[src/rtl/dc_fifo_pkg.sv]
// dc_fifo_pkg: pointer helpers shared by the write and read sides of the dual-clock FIFO
package dc_fifo_pkg;

  function automatic int log2(input int n);
    int r;
    r = 0;
    for (int i = 0; i < 31; i++) r = ((1 << i) < n) ? i + 1 : r;
    return r;
  endfunction

  function automatic logic [31:0] bin2gray(input logic [31:0] b);
    return b ^ (b >> 1);
  endfunction

  function automatic logic [31:0] gray2bin(input logic [31:0] g);
    logic [31:0] b;
    b = g;
    for (int i = 1; i < 32; i++) b = b ^ (g >> i);
    return b;
  endfunction

endpackage

[src/rtl/dc_ptr_sync.sv]
// dc_ptr_sync: two-stage synchronizer for a Gray pointer crossing clock domains
module dc_ptr_sync #(
  parameter int WIDTH = 3
) (
  input  logic             clk,
  input  logic             rstn,
  input  logic [WIDTH-1:0] i_d,
  output logic [WIDTH-1:0] o_q
);
  logic [WIDTH-1:0] r_s1, r_s2;

  // Capture the foreign pointer, then let a second stage absorb metastability
  always_ff @(posedge clk or negedge rstn)
    if (!rstn) begin
      r_s1 <= '0;
      r_s2 <= '0;
    end else begin
      r_s1 <= i_d;
      r_s2 <= r_s1;
    end

  assign o_q = r_s2;
endmodule

[src/rtl/dc_fifo_write_ctrl.sv]
// dc_fifo_write_ctrl: write-side pointer, flow control and occupancy for a dual-clock FIFO
module dc_fifo_write_ctrl
  import dc_fifo_pkg::*;
#(
  parameter int DATA_WIDTH   = 32,
  parameter int BUFFER_DEPTH = 8,
  localparam int AW          = log2(BUFFER_DEPTH)
) (
  input  logic                    clk,
  input  logic                    rstn,
  input  logic [DATA_WIDTH-1:0]   data_in,
  input  logic                    valid_in,
  output logic                    ready_out,
  output logic [BUFFER_DEPTH-1:0] write_pointer,
  output logic [DATA_WIDTH-1:0]   write_data,
  output logic [AW-1:0]           write_gray,
  input  logic [AW-1:0]           read_gray_async,
  output logic [AW-1:0]           level
);
  logic [AW-1:0] r_wr_bin, r_wr_gray;
  logic          r_init;
  logic [AW-1:0] w_rd_sync, w_rd_bin, w_wr_bin_nxt;
  logic          w_full, w_xfer;

  dc_ptr_sync #(.WIDTH(AW)) u_rd_sync (
    .clk  (clk),
    .rstn (rstn),
    .i_d  (read_gray_async),
    .o_q  (w_rd_sync)
  );

  assign w_rd_bin      = AW'(gray2bin(32'(w_rd_sync)));
  // One slot stays empty so the slot under the write pointer is never unread data
  assign w_full        = (r_wr_bin + AW'(1)) == w_rd_bin;
  assign ready_out     = r_init && !w_full;
  assign w_xfer        = valid_in && ready_out;
  assign w_wr_bin_nxt  = r_wr_bin + AW'(w_xfer);
  assign level         = r_wr_bin - w_rd_bin;
  assign write_pointer = {{(BUFFER_DEPTH-1){1'b0}}, 1'b1} << r_wr_bin;
  assign write_data    = data_in;
  assign write_gray    = r_wr_gray;

  // Advance the write index on a transfer and keep its Gray copy in step
  always_ff @(posedge clk or negedge rstn)
    if (!rstn) begin
      r_wr_bin  <= '0;
      r_wr_gray <= '0;
      r_init    <= 1'b0;
    end else begin
      r_wr_bin  <= w_wr_bin_nxt;
      r_wr_gray <= AW'(bin2gray(32'(w_wr_bin_nxt)));
      r_init    <= 1'b1;
    end
endmodule

[config.mk]
export PLATFORM = sky130hd
export DESIGN_NAME = dc_fifo_write_ctrl
export DESIGN_NICKNAME = d
export VERILOG_FILES = /design/src/rtl/dc_fifo_pkg.sv /design/src/rtl/dc_ptr_sync.sv /design/src/rtl/dc_fifo_write_ctrl.sv
export SDC_FILE = /design/constraint.sdc
export NUM_CORES = 1
export LEC_CHECK = 0
export ABC_CLOCK_PERIOD_IN_PS = 2200
export CAP_MARGIN = 20
export CORE_MARGIN = 2
export CORE_UTILIZATION = 46
export CTS_CLUSTER_DIAMETER = 60
export DETAILED_ROUTE_END_ITERATION = 12
export DONT_BUFFER_PORTS = 1
export SKIP_LAST_GASP = 1
export SLEW_MARGIN = 20
export SYNTH_ARGS = -nofsm -noshare
export SYNTH_HDL_FRONTEND = slang
export SYNTH_SLANG_ARGS = --single-unit
[constraint.sdc]
create_clock -name clk -period 2.2 [get_ports clk]
set_clock_uncertainty 0.1 [all_clocks]
set_input_delay 0.44 -clock clk [delete_from_list [all_inputs] [get_ports clk]]
set_output_delay 0.44 -clock clk [all_outputs]
set_load 0.1 [all_outputs]
==> results.toml <==
[drt]
routed_wl_um = 1211
wl_met1_um = 390
drcViolationCount = 0
via_per_inst = 4.490
wl_per_cell_um = 12.11
postRouteAntennaNets = 0
top_layer_used = "met4"
dr_wl_met2_um = 655
wl_met3_um = 142
vias = 449
firstDrtPassIters = 1
drtIter0Drc = 0

[synth]
synthesis.nets = 129
synthDistinctLibCells = 15
syn_area_per_cell_um2 = 10.67
synth_cells = 81
synth_seq_cells = 12
synth_sequential_area_ratio_pct = 34.73
ys_warn_count = 0
syn_area_um2 = 864.6

[floorplanning]
ios = 85
dieWidth_um = 47.36
core_mm2 = 0.001745
die_area_mm2 = 0.002243
fp.dieH_um = 47.36
row_count = 15
initial_utilization_pct = 49.53

[global_routing]
grt_usage_pct = 12.05
antenna_found_initial = 0
grt_max_degree = 13
grt_pass1_vias = 440
grt_first_pass_wirelength_um = 1842
grt.overflow.total = 0

[finish]
final_area_mm2 = 0.001059
antenna_cells = 0
fin_nets = 125
drive_gt1_share_pct = 57.33
final_cell_mix = "buf_4 (13), dfrtp_1 (12), buf_12 (11)"
syn_to_final_growth_pct = 22.43
final_common_cell = "buf_4"

[placement]
port_buffers = 0
place.gp.congestion = 0.6741
placed_area_mm2 = 0.001016
detailed_place_hpwl_um = 1056

[timing]
max_slew.worst_pin.slew_ps = 501.7
period_minus_slack_ps = 2556
whs_ps = 105.4
fmax_mhz = 391.2
setup-violations-final = 7
rsz0062_at_grt = "true"
fin_ws_ps = -356.4
timing.setup.tns_ps = -1522
relSlewSlack_pct = 66.45
slew_viol_final = 0
hold_viol_final = 0
finalCritPeriodShare_pct = 116.2

[clock_tree]
cts_tree = "built"
cts.sink_count = 12
h-tree-depth = 1
cts_setup_buffers = 0
root_buffer = "clkbuf_4"
clock_latency_ps = 260
clk_path_buf_depth = 2
cts_made_buffers = 3
clk_pin_slew_worst_paths_ps = 60

[status]
violations = "setup timing"
outcome = "finished, violations left"

[critical_path]
path_class = "flip-flop to output pin"
end_kind = "output pin"
cp.required_ps = 1660
worstPathMaxFanout = 3
worstSetupStartpointType = "flip-flop"
critPathArrivalTime_ps = 2020

[run]
maxCapViolCount = 0

[hold_path]
hold_class = "primary input to flip-flop"
## worst max-delay path, stage by stage, from the launching register on
cell	delay, ps
dfrtp_1	410
xnor2_2	210
xnor2_1	100
ha_2	370
nor3b_2	50
mux2i_1	160
buf_4	130
and2_4	320
## cell type report
| cell class | instances | area, um2 |
|---|---|---|
| sequential | 12 | 300.3 |
| clock buffer | 3 | 22.52 |
| fill | 139 | 686.9 |
| multi-input combinational | 30 | 357.8 |
| timing repair buffer | 25 | 327.8 |
| tap | 25 | 31.28 |
| inverter | 5 | 18.77 |
## state kept, by name (all words and copies together), names as in the netlist
register        count
u_rd_sync.o_q       3
r_wr_bin            3
u_rd_sync.r_s1      3
r_init              1
write_gray          2
## timing repair
item,4_1_cts,5_1_grt
resized for setup,2,3
hold endpoints to repair,12,0
pin swaps,3,3
hold buffers,1,0
endpoints found under the setup margin,8,8
## stage by stage
stage,utilization (%),worst slack [ps],instances
floorplan,-,-316.3,81
global placement,58.21,-115.3,96
detailed placement,58.21,-292.1,96
CTS,60.36,-369.1,100
global route,60.65,-471.0,100
finish,60.65,-356.4,100
## cell usage after synthesis
master,number,area (um2)
and2_1,3,18.77
and2_2,1,7.510
and3_1,1,6.260
buf_4,34,255.2
conb_1,1,3.750
dfrtp_1,12,300.3
fa_1,1,20.02
ha_1,9,112.6
inv_1,5,18.77
mux2i_1,1,10.01
nor2b_1,3,18.77
nor3b_1,2,15.01
xnor2_1,4,35.03
xor2_1,3,26.28
xor2_2,1,16.27
## path summary, 6_finish.rpt
| kind | startpoint | end | slack [ps] | cells past startpoint |
|---|---|---|---|---|
| max | u_rd_sync.o_q[2]$_DFF_PN0_ | ready_out | -360 | 7 |
| min | read_gray_async[0] | u_rd_sync.r_s1[0]$_DFF_PN0_ | 110 | 0 |
| max in group asynchronous | rstn | u_rd_sync.o_q[1]$_DFF_PN0_ | 1180 | 1 |
| min in group asynchronous | rstn | r_wr_bin[0]$_DFF_PN0_ | 480 | 1 |
| min reg2reg | u_rd_sync.r_s1[2]$_DFF_PN0_ | u_rd_sync.o_q[2]$_DFF_PN0_ | 250 | 0 |
| max reg2reg | u_rd_sync.o_q[2]$_DFF_PN0_ | write_gray[1]$_DFF_PN0_ | -210 | 10 |
## metal layers
metal	GRT usage [%]	vias up
met5	0	-
met3	2.308	4
li1	-	202
met2	22.16	41
met1	12.41	202
met4	7.222	0
## kinds of logic after synthesis
group         count (synthesis)  synth area share (%)
buf+inv                      39                 31.69
other cells                   1                0.4337
mux                           1                 1.158
xor+xnor                      8                 8.973
flops                        12                 34.73
simple gates                 10                 7.671
fa+ha+maj                    10                 15.34
Power is left out: the tool's default activity adds up to more than one toggle a clock period on the data nets, which glitch-free logic cannot reach.
